`src/rtl/proc_pkg.sv`:
```
// Shared definitions for the simple processor: opcodes, ALU codes, control states and IR fields.
package proc_pkg;

    typedef enum logic [1:0] {T0, T1, T2, T3} state_t;

    localparam logic [3:0] OP_MV  = 4'b0000;
    localparam logic [3:0] OP_MVI = 4'b0001;
    localparam logic [3:0] OP_ADD = 4'b0010;
    localparam logic [3:0] OP_SUB = 4'b0011;
    localparam logic [3:0] OP_OR  = 4'b0100;
    localparam logic [3:0] OP_SLT = 4'b0101;
    localparam logic [3:0] OP_SLL = 4'b0110;
    localparam logic [3:0] OP_SRL = 4'b0111;

    localparam logic [2:0] ALU_ADD = 3'b000;
    localparam logic [2:0] ALU_SUB = 3'b001;
    localparam logic [2:0] ALU_OR  = 3'b010;
    localparam logic [2:0] ALU_SLT = 3'b011;
    localparam logic [2:0] ALU_SLL = 3'b100;
    localparam logic [2:0] ALU_SRL = 3'b101;

    localparam int unsigned OP_MSB = 15;
    localparam int unsigned OP_LSB = 12;
    localparam int unsigned RX_MSB = 11;
    localparam int unsigned RX_LSB = 9;
    localparam int unsigned RY_MSB = 8;
    localparam int unsigned RY_LSB = 6;

    function automatic logic is_alu_op(input logic [3:0] op);
        return (op >= OP_ADD) && (op <= OP_SRL);
    endfunction

    // ALU opcodes are contiguous from add, so the ALU code is the offset from OP_ADD.
    function automatic logic [2:0] alu_code(input logic [3:0] op);
        logic [3:0] diff;
        diff = op - OP_ADD;
        return diff[2:0];
    endfunction

endpackage

```
`src/rtl/dec3to8.sv`:
```
// 3-to-8 one-hot decoder with enable; all outputs low when disabled.
module dec3to8 (
    input  logic       en,
    input  logic [2:0] sel,
    output logic [7:0] y
);

    always_comb begin
        y = '0;
        if (en) begin
            y[sel] = 1'b1;
        end
    end

endmodule

```
`src/rtl/proc_control.sv`:
```
// Multicycle control unit: fetches an instruction from DIN and sequences register, bus and ALU
// strobes through states T0..T3.
module proc_control
    import proc_pkg::*;
#(
    parameter int unsigned DATA_W = 16
) (
    input  logic              Clock,
    input  logic              Resetn,
    input  logic              Run,
    input  logic [DATA_W-1:0] DIN,
    output logic              IRin,
    output logic [7:0]        Rin,
    output logic [7:0]        Rout,
    output logic              Gout,
    output logic              DINout,
    output logic              Ain,
    output logic              Gin,
    output logic [2:0]        alu_ctrl,
    output logic              Done
);

    state_t            state_q, state_d;
    logic [DATA_W-1:0] ir_q;

    logic [3:0] opcode;
    logic [2:0] rx, ry;
    logic       rin_en, rout_en;
    logic [2:0] rin_sel, rout_sel;
    logic       unused_ir;

    assign opcode    = ir_q[OP_MSB:OP_LSB];
    assign rx        = ir_q[RX_MSB:RX_LSB];
    assign ry        = ir_q[RY_MSB:RY_LSB];
    assign unused_ir = ^ir_q[RY_LSB-1:0];

    always_ff @(posedge Clock or negedge Resetn) begin
        if (!Resetn) begin
            state_q <= T0;
            ir_q    <= '0;
        end else begin
            state_q <= state_d;
            if (IRin) begin
                ir_q <= DIN;
            end
        end
    end

    always_comb begin
        state_d  = state_q;
        IRin     = 1'b0;
        rin_en   = 1'b0;
        rin_sel  = rx;
        rout_en  = 1'b0;
        rout_sel = rx;
        Gout     = 1'b0;
        DINout   = 1'b0;
        Ain      = 1'b0;
        Gin      = 1'b0;
        alu_ctrl = ALU_ADD;
        Done     = 1'b0;
        unique case (state_q)
            T0: begin
                if (Run) begin
                    // Gated so that every output stays low while reset is held.
                    IRin    = Resetn;
                    state_d = T1;
                end
            end
            T1: begin
                if (opcode == OP_MV) begin
                    rout_en  = 1'b1;
                    rout_sel = ry;
                    rin_en   = 1'b1;
                    Done     = 1'b1;
                    state_d  = T0;
                end else if (opcode == OP_MVI) begin
                    DINout  = 1'b1;
                    rin_en  = 1'b1;
                    Done    = 1'b1;
                    state_d = T0;
                end else if (is_alu_op(opcode)) begin
                    rout_en = 1'b1;
                    Ain     = 1'b1;
                    state_d = T2;
                end else begin
                    Done    = 1'b1;
                    state_d = T0;
                end
            end
            T2: begin
                rout_en  = 1'b1;
                rout_sel = ry;
                Gin      = 1'b1;
                alu_ctrl = alu_code(opcode);
                state_d  = T3;
            end
            T3: begin
                Gout    = 1'b1;
                rin_en  = 1'b1;
                Done    = 1'b1;
                state_d = T0;
            end
            default: state_d = T0;
        endcase
    end

    dec3to8 u_dec_rin (
        .en  (rin_en),
        .sel (rin_sel),
        .y   (Rin)
    );

    dec3to8 u_dec_rout (
        .en  (rout_en),
        .sel (rout_sel),
        .y   (Rout)
    );

endmodule

```
`config.mk`:
```
export PLATFORM = sky130hd
export DESIGN_NAME = proc_control
export DESIGN_NICKNAME = d
export VERILOG_FILES = /design/src/rtl/proc_pkg.sv /design/src/rtl/dec3to8.sv /design/src/rtl/proc_control.sv
export SDC_FILE = /design/constraint.sdc
export NUM_CORES = 1
export LEC_CHECK = 0
export BUFFER_PORTS_ARGS = -buffer_cell sky130_fd_sc_hd__buf_2
export CAP_MARGIN = 10
export CORE_MARGIN = 2
export CORE_UTILIZATION = 45
export CTS_CLUSTER_SIZE = 30
export DETAILED_ROUTE_END_ITERATION = 8
export PLACE_DENSITY = 0.76
export SLEW_MARGIN = 20
export SYNTH_ARGS = -nofsm -noshare
export SYNTH_HDL_FRONTEND = slang
export SYNTH_SLANG_ARGS = --single-unit
```
`constraint.sdc`:
```
create_clock -name Clock -period 3.65 [get_ports Clock]
set_input_delay 0.1825 -clock Clock [delete_from_list [all_inputs] [get_ports Clock]]
set_output_delay 0.1825 -clock Clock [all_outputs]
set_load 0.005 [all_outputs]
```
Yosys cells after proc, flatten, opt, wreduce, memory -nomap -nowiden
Cells that the tools add are included.
{ "totals": {"output_inout_bits": 25, "reg_bits": 18, "elab_cells": 52, "in_bits": 19} }
{ "op_classes": {"reduce_logical": 5, "add_sub_neg": 1, "n_lt_le_gt_ge": 6, "mux": 33, "eq_ne": 5} }
{ "op_table": {"columns": ["op", "n"], "rows": [
  ["2-to-1 mux 1 bit", 18],
  ["2-to-1 mux 8 bit", 2],
  ["< comparator 3 x 4 -> 1 bit (second input constant)", 2],
  ["2-to-1 mux 2 bit", 4],
  ["case mux 2 bit (4 select lines)", 1],
  ["demux 1 bit (select 3 bit)", 2],
  [">= comparator 3 x 1 -> 1 bit (second input constant)", 2],
  ["2-to-1 mux 3 bit", 2],
  ["case mux 1 bit (2 select lines)", 3],
  ["case mux 3 bit (2 select lines)", 1],
  ["equality test 2 bit (second input constant)", 2],
  ["equality test 4 x 1 -> 1 bit (second input constant)", 1],
  [">= comparator 4 x 2 -> 1 bit (second input constant)", 1],
  ["less-or-equal comparator 4 x 3 -> 1 bit (second input constant)", 1],
  ["zero test 4 bit", 1],
  ["logical AND 1 bit", 3],
  ["subtractor 3 x 2 -> 3 bit (second input constant)", 1],
  ["equality test 2 x 1 -> 1 bit (second input constant)", 1],
  ["zero test 2 bit", 1],
  ["!= test 2 bit (second input constant)", 1]
]} }

Logic depth before layout (Yosys ltp)
Gate-level depths: netlist (run 1).
{ "logic_depth": {"depth_word": 8, "mapped_depth": 6, "ltp_nobuf": 6} }

Modules after synthesis
A second synthesis (run 1) with hierarchy kept.
{ "hier_totals": {"hier_cells": 85, "area_unflattened_um2": 904.6} }
{ "modules_own_cells": {"columns": ["mod", "area_per_inst_um2", "seq_area_each_um2", "cells_per_inst", "instances"], "rows": [
  ["proc_control", 713.2, 300.3, 69, 1],
  ["dec3to8 (u_dec_rin)", 96.3, 0.0, 8, 1],
  ["dec3to8 (u_dec_rout)", 95.1, 0.0, 8, 1]
]} }

Worst setup path after synthesis (run 1)
OpenSTA, ideal clock, no wires.
{ "synth_path": {"path_kind": "flip-flop to output port", "startpoint": "register (tool-made name)", "endpoint": "output port Rout[4]", "stages_incl_launch_ff": 7, "slack_ns": 1.708, "n_path_buf": 0, "required_ns": 3.467, "arrival_time_ns": 1.760, "cell_sequence": "dfrtp_1 > inv_1 > ha_1 > or3b_4 > o41ai_4 > a22oi_1 > nor3_1"} }
{ "synth_rtl": {"columns": ["element", "line_no", "text"], "rows": [
  ["end: declaration", "proc_control.sv:14", "output logic [7:0] Rout,"]
]} }

==> results.py, run 1 <==
metrics = {
    "power_and_ir_drop": {
        "ir_drop_uv": 397,
        "p_comb_frac": 0.547,
        "power_frac_seq": 0.362,
        "clkPwrFrac": 0.090,
        "powerDensity_mw_per_mm2": 751,
        "p_switching_uw": 359,
        "p_int_uw": 459,
        "netSwitchingFraction": 0.439,
        "p_leak_nw": 0.567,
    },
    "clocking": {
        "clock-sinks": 12,
        "cts_setup_buffers": 0,
        "numCtsBuffers": 3,
        "htree_levels": 1,
        "clock_path_buffers": 2,
        "clockRootBuffer": "clkbuf_4",
        "path_clk_slew_ns": 0.06,
        "ctsHoldBuffers": 1,
        "cts_tree": "yes",
        "clock_latency_ns": 0.26,
        "cts_resized": 0,
    },
    "cells_and_area": {
        "fin_cells": 152,
        "drive_gt1_frac": 0.441,
        "fin_nets": 153,
        "n_antenna_cell": 0,
        "fillerInstances": 162,
        "area.growth.synth_to_final_pct": 29.1,
        "final_common_cell": "buf_2",
        "final_cell_mix": "buf_2, dfrtp_1, nor3_1, mux2_2, nor2_1",
    },
    "global_routing": {
        "antenna_found_initial": 0,
        "grt_first_pass_wirelength_um": 2790,
        "grt_overflow_total": 0,
        "grt.total_usage": 0.175,
        "first_global_vias": 661,
        "grt_max_degree": 14,
    },
    "sta": {
        "hold_ws_ns": 0.151,
        "rsz0062_at_grt": "no",
        "slew_headroom": 0.605,
        "finalWorstSetupSlack_ns": 1.13,
        "min_period_ns": 2.52,
        "tns_ns": 0,
        "worst_pin_slew_ns": 0.584,
        "fmax_mhz": 397,
        "hold_viol": 0,
        "finalCritPeriodShare": 0.690,
        "setup_viol": 0,
        "maxSlewViolCount": 0,
        "finClkSkew_ns": 0.000297,
    },
    "critical_path": {
        "crit_required_ns": 3.47,
        "start_kind": "flop",
        "cp-end-kind": "output pin",
        "setup.worst_path.class": "reg -> out",
        "crit_arrival_ns": 2.34,
        "worstRegToRegCells": 4,
        "crit_fanout": 6,
    },
    "logic_synthesis": {
        "syn_nets": 111,
        "synthCells": 87,
        "yosys.area.top_type_share": 0.357,
        "synthTopCellsByArea": "dfrtp_1, mux2_2, ha_1",
        "ys_types": 27,
        "synth_warnings": 0,
        "syn_area_per_cell_um2": 9.68,
        "ys_ff_latch": 12,
        "syn_area_um2": 842,
        "seq_area_frac_synth": 0.357,
        "yosysTopAreaCell": "dfrtp_1",
    },
    "min_path": {
        "hp-class": "in -> reg",
        "min_path_cells": 2,
    },
    "placed_design": {
        "post-place-ws_ns": 1.42,
        "dp_cells": 148,
        "gp_congestion": 0.735,
        "hpwl_um": 1480,
        "portBuffers": 37,
    },
    "floorplanning": {
        "dieArea_mm2": 0.00223,
        "die_x_um": 47.3,
        "die_h_um": 47.3,
        "io_pins": 44,
        "fp-row-count": 15,
        "core_mm2": 0.00175,
        "initial_core_util": 0.482,
    },
    "routing": {
        "viasPerCell": 4.97,
        "ant_nets": 0,
        "drt_iter0_drc": 4,
        "drt-total-wl_um": 1780,
        "wire_per_inst_um": 11.7,
        "num_vias": 755,
        "detail_route.first_pass.iterations": 3,
        "route.detailed.drc": 0,
    },
    "status": {
        "status": "finished, final reports clean",
    },
    "flow_run": {
        "max_cap_viol_count": 0,
    },
}
## worst max-delay path, cell delays in order, from the launching register on
cell	delay, ns
dfrtp_1	0.42
inv_1	0.12
ha_1	0.26
nor4b_1	0.51
a2bb2oi_1	0.17
a211o_1	0.33
nor3_1	0.14
buf_2	0.14
## registers in the layout, summed over array words and instances (netlist names), named ones only
signal   count
state_q      1
ir_q        10
## cells in the mapped netlist
| cell type | count |
|---|---|
| nand2b_1 | 3 |
| nand4b_1 | 1 |
| and2_1 | 3 |
| clkbuf_1 | 1 |
| or3b_4 | 1 |
| o41ai_4 | 1 |
| a21oi_1 | 1 |
| a211o_1 | 1 |
| nor3b_1 | 1 |
| inv_1 | 6 |
| o21ai_0 | 3 |
| dfrtp_1 | 12 |
| a31oi_1 | 1 |
| nand3_1 | 1 |
| o41ai_1 | 1 |
| nor3_1 | 11 |
| a22oi_1 | 2 |
| nor4b_1 | 1 |
| nand2_1 | 4 |
| mux2_2 | 11 |
| a22o_2 | 2 |
| or3b_2 | 1 |
| a2bb2oi_1 | 1 |
| ha_1 | 5 |
| o21a_1 | 1 |
| nor2b_1 | 3 |
| nor2_1 | 8 |
## through the flow
stage	total power, mW	area [µm²]	util
2_1_floorplan	0.611	842	-
3_3_place_gp	0.722	1050	0.604
3_5_place_dp	0.746	1050	0.604
4_1_cts	0.825	1090	0.623
5_1_grt	0.898	1090	0.623
6_report	0.817	1090	0.623
## metal layers
layer	part of all wire	wire, µm	track usage	vias up
met2	0.48	855	0.281	24
met1	0.47	832	0.230	331
met3	0.039	69	0.0115	4
met4	0.015	27	0.106	0
met5	0	0	0	-
li1	-	-	-	396
## layout make-up
type                            count  area [µm²]  area share
Multi-Input combinational cell     68         515       0.474
Timing Repair Buffer               38         195       0.180
Sequential cell                    12         300       0.276
Inverter                            6        22.5      0.0207
Tap cell                           25        31.3      0.0288
Clock buffer                        3        22.5      0.0207
## power groups by stage
stage	Combinational (mW)	Sequential (mW)	Clock, mW
after floorplan	0.342	0.269	0
after detailed placement	0.448	0.298	0
after CTS	0.450	0.296	0.0787
after global placement	0.432	0.290	0
after global routing	0.504	0.311	0.0838
final	0.447	0.296	0.0737
## path summary, 6_finish.rpt
kind | startpoint | endpoint | slack [ns]
hold / removal | DIN[15] | ir_q[15]$_DFFE_PN0P_ | 0.15
max in group asynchronous | Resetn | ir_q[8]$_DFFE_PN0P_ | 3.10
hold reg to reg | ir_q[7]$_DFFE_PN0P_ | ir_q[7]$_DFFE_PN0P_ | 0.55
setup / recovery | flop | Rout[3] | 1.13
setup reg to reg | state_q[0]$_DFFE_PN0P_ | ir_q[8]$_DFFE_PN0P_ | 2.02
min in group asynchronous | Resetn | async pin | 0.33
## logic make-up after synthesis
logic type,share of synthesized area
adder cells (fa/ha/maj),0.0743
multiplexers,0.147
buffers and inverters,0.0312
flip-flops,0.357
AO/OA/AOI/OAI,0.146
AND/OR/NAND/NOR,0.245
Power figures use the tool's default switching activity.
==> inputs of run 2 (changes only) <==
--- a/config.mk
+++ b/config.mk
@@ -5,13 +5,14 @@
 export SDC_FILE = /design/constraint.sdc
 export NUM_CORES = 1
 export LEC_CHECK = 0
+export ABC_AREA = 1
 export BUFFER_PORTS_ARGS = -buffer_cell sky130_fd_sc_hd__buf_2
 export CAP_MARGIN = 10
 export CORE_MARGIN = 2
-export CORE_UTILIZATION = 45
+export CORE_UTILIZATION = 39
 export CTS_CLUSTER_SIZE = 30
 export DETAILED_ROUTE_END_ITERATION = 8
-export PLACE_DENSITY = 0.76
+export PLACE_DENSITY = 0.7
 export SLEW_MARGIN = 20
 export SYNTH_ARGS = -nofsm -noshare
 export SYNTH_HDL_FRONTEND = slang
==> constraint.sdc (replaced) <==
create_clock -name Clock -period 2.05 [get_ports Clock]
set_input_delay 0.1025 -clock Clock [delete_from_list [all_inputs] [get_ports Clock]]
set_output_delay 0.1025 -clock Clock [all_outputs]
set_load 0.005 [all_outputs]
==> results.py, run 2 <==
metrics = {
    "power_and_ir_drop": {
        "p_leak_nw": 0.654,
        "p_switching_uw": 793,
        "powerDensity_mw_per_mm2": 1470,
        "netSwitchingFraction": 0.483,
        "clkPwrFrac": 0.112,
        "power_frac_seq": 0.286,
        "p_comb_frac": 0.602,
        "ir_drop_uv": 874,
        "power_mw": 1.64,
        "p_int_uw": 849,
    },
    "floorplanning": {
        "die_h_um": 50.1,
        "die_x_um": 50.1,
        "core_mm2": 0.00198,
        "dieArea_mm2": 0.00251,
        "initial_core_util": 0.417,
        "io_pins": 44,
        "fp-row-count": 16,
    },
    "routing": {
        "drt_iter0_drc": 25,
        "wire_per_inst_um": 9.91,
        "detail_route.first_pass.iterations": 4,
        "route.detailed.drc": 0,
        "drt-total-wl_um": 1930,
        "viasPerCell": 4.50,
        "ant_nets": 0,
        "num_vias": 877,
    },
    "cells_and_area": {
        "reg_top3": "ir_q x10, state_q x1",
        "largest_reg_flops": 10,
        "final_common_cell": "nand2_1",
        "fin_area_mm2": 0.00112,
        "top_register": "ir_q",
        "area.growth.synth_to_final_pct": 35.4,
        "fillerInstances": 195,
        "final_cell_mix": "nand2_1, buf_2, nor2_1",
        "n_antenna_cell": 0,
        "fin_nets": 193,
        "drive_gt1_frac": 0.327,
    },
    "clocking": {
        "path_clk_slew_ns": 0.08,
        "clock-sinks": 12,
        "clock_latency_ns": 0.27,
        "clock_path_buffers": 2,
        "numCtsBuffers": 3,
        "cts_tree": "yes",
        "htree_levels": 1,
        "cts_setup_buffers": 0,
        "clockRootBuffer": "clkbuf_4",
    },
    "min_path": {
        "min_path_cells": 3,
        "min_to": "ir_q[6]$_DFFE_PN0P_",
        "hp-class": "in -> reg",
        "hp-start": "DIN[6]",
    },
    "logic_synthesis": {
        "synth_flop_cell": "dfrtp_1",
        "syn_nets": 151,
        "synth-edff-count": 0,
        "seq_area_frac_synth": 0.363,
        "ys_ff_latch": 12,
        "ys_types": 16,
        "synthCells": 127,
        "synth_warnings": 0,
        "yosys.area.top_type_share": 0.363,
        "yosysTopAreaCell": "dfrtp_1",
        "ys_async_sr_fraction": 1.00,
        "syn_area_um2": 827,
        "synthTopCellsByCount": "nand2_1, nor2_1, inv_1",
        "syn_area_per_cell_um2": 6.51,
        "yosys.cell_count.top_type": "nand2_1",
        "synthTopCellsByArea": "dfrtp_1, nand2_1, nor2_1",
    },
    "global_routing": {
        "grt_overflow_total": 0,
        "grt.total_usage": 0.160,
        "grt_max_degree": 19,
        "grt_first_pass_wirelength_um": 3160,
        "antenna_found_initial": 0,
        "first_global_vias": 760,
    },
    "critical_path": {
        "crit_required_ns": 1.95,
        "worstRegToRegCells": 6,
        "path_delay_family": "simple AND/OR/NAND/NOR gates",
        "crit_chain": "inv_2 > ha_2 > inv_1 > nand2_1 > nand2_1 > nand2_1 > nand2_1 > nor2_1 > buf_2",
        "start_kind": "flop",
        "r2r_setup_slack_ns": 0.43,
        "slowest_delay_ns": 0.46,
        "crit_path_frequent_cell": "nand2_1",
        "setup.worst_path.class": "reg -> out",
        "crit_arrival_ns": 1.79,
        "cpMaxStageDelayCell": "dfrtp_2",
        "cp-end-kind": "output pin",
        "r2r-end": "ir_q[10]$_DFFE_PN0P_",
        "crit_fanout": 5,
        "path_buf_inv": 3,
    },
    "sta": {
        "min_period_ns": 1.89,
        "setup_viol": 0,
        "worst_pin_slew_ns": 0.274,
        "slew_headroom": 0.817,
        "tns_ns": 0,
        "finalCritPeriodShare": 0.923,
        "fmax_mhz": 529,
        "maxSlewViolCount": 0,
        "rsz0062_at_grt": "no",
        "finClkSkew_ns": 0.00443,
        "hold_viol": 0,
    },
    "status": {
        "status": "finished, final reports clean",
    },
    "flow_run": {
        "max_cap_viol_count": 0,
    },
    "placed_design": {
        "portBuffers": 37,
        "gp_congestion": 0.752,
        "place_area_mm2": 0.00104,
        "hpwl_um": 1510,
    },
}
[run 2: cell families after synthesis]
family / count (synthesis) / synth area share
AOI/OAI and AO/OA: 15 / 0.0998
adders and majority gates: 5 / 0.0756
buffers and inverters: 21 / 0.0968
DFF: 12 / 0.363
and+or+nand+nor: 74 / 0.365
[run 2: what timing repair did]
item | CTS | global route
setup endpoints to repair | 0 | 9
resized for setup | 0 | 7
hold buffers | 1 | 0
endpoints found under the hold margin | 12 | 0
[run 2: area by class of cell]
| cell class | instances | area, µm² | area share |
|---|---|---|---|
| Sequential cell | 12 | 302 | 0.269 |
| Tap cell | 27 | 33.8 | 0.0302 |
| Multi-Input combinational cell | 94 | 474 | 0.423 |
| Clock buffer | 4 | 36.3 | 0.0324 |
| Timing Repair Buffer | 38 | 195 | 0.174 |
| Inverter | 20 | 78.8 | 0.0704 |
[run 2: worst max path at each step]
| stage | start | end | slack (ns) | cells after the start |
|---|---|---|---|---|
| after floorplan | state_q[0]$_DFFE_PN0P_ | ir_q[6]$_DFFE_PN0P_ | 0.65 | 7 |
| final | state_q[0]$_DFFE_PN0P_ | Rout[3] | 0.16 | 9 |
| after global routing | state_q[0]$_DFFE_PN0P_ | Rout[7] | 0.002 | 9 |
| after global placement | state_q[0]$_DFFE_PN0P_ | ir_q[14]$_DFFE_PN0P_ | 0.45 | 5 |
| after CTS | state_q[0]$_DFFE_PN0P_ | IRin | 0.11 | 5 |
| after detailed placement | state_q[0]$_DFFE_PN0P_ | ir_q[10]$_DFFE_PN0P_ | 0.39 | 5 |
[run 2: worst register-to-register path: cells and delay by family (launching register included)]
family / cells / cell delay [ns]
adder cells (fa/ha/maj): 1 / 0.22
AND/OR/NAND/NOR: 2 / 0.34
AO/OA/AOI/OAI: 1 / 0.09
buffers and inverters: 2 / 0.44
flip-flops: 1 / 0.40
[run 2: power by group through the flow]
| stage | sequential, mW | combinational [mW] | clock (mW) |
|---|---|---|---|
| floorplan | 0.436 | 0.668 | 0 |
| global placement | 0.450 | 0.897 | 0 |
| detailed placement | 0.457 | 0.922 | 0 |
| CTS | 0.454 | 0.930 | 0.188 |
| global route | 0.487 | 1.14 | 0.200 |
| finish | 0.470 | 0.988 | 0.185 |
[run 2: layer usage]
metal  track usage  part of all wire  wire length, µm  up-vias
met5             0                 0                0        -
met4        0.0556            0.0026                5        0
met3        0.0212             0.051               98        2
met2         0.254              0.49              955       26
met1         0.219              0.45              875      381
li1              -                 -                -      468
[run 2: metrics by stage]
stage                     std cells  hold WS (ns)   util  setup WS (ns)
after global placement          190      -0.00542  0.525          0.446
after global routing            195        0.0214  0.565        0.00232
after CTS                       195        0.0253  0.549          0.109
final                           195        0.0301  0.565          0.158
after detailed placement        190      -0.00199  0.525          0.386
after floorplan                 127        -0.193      -          0.651
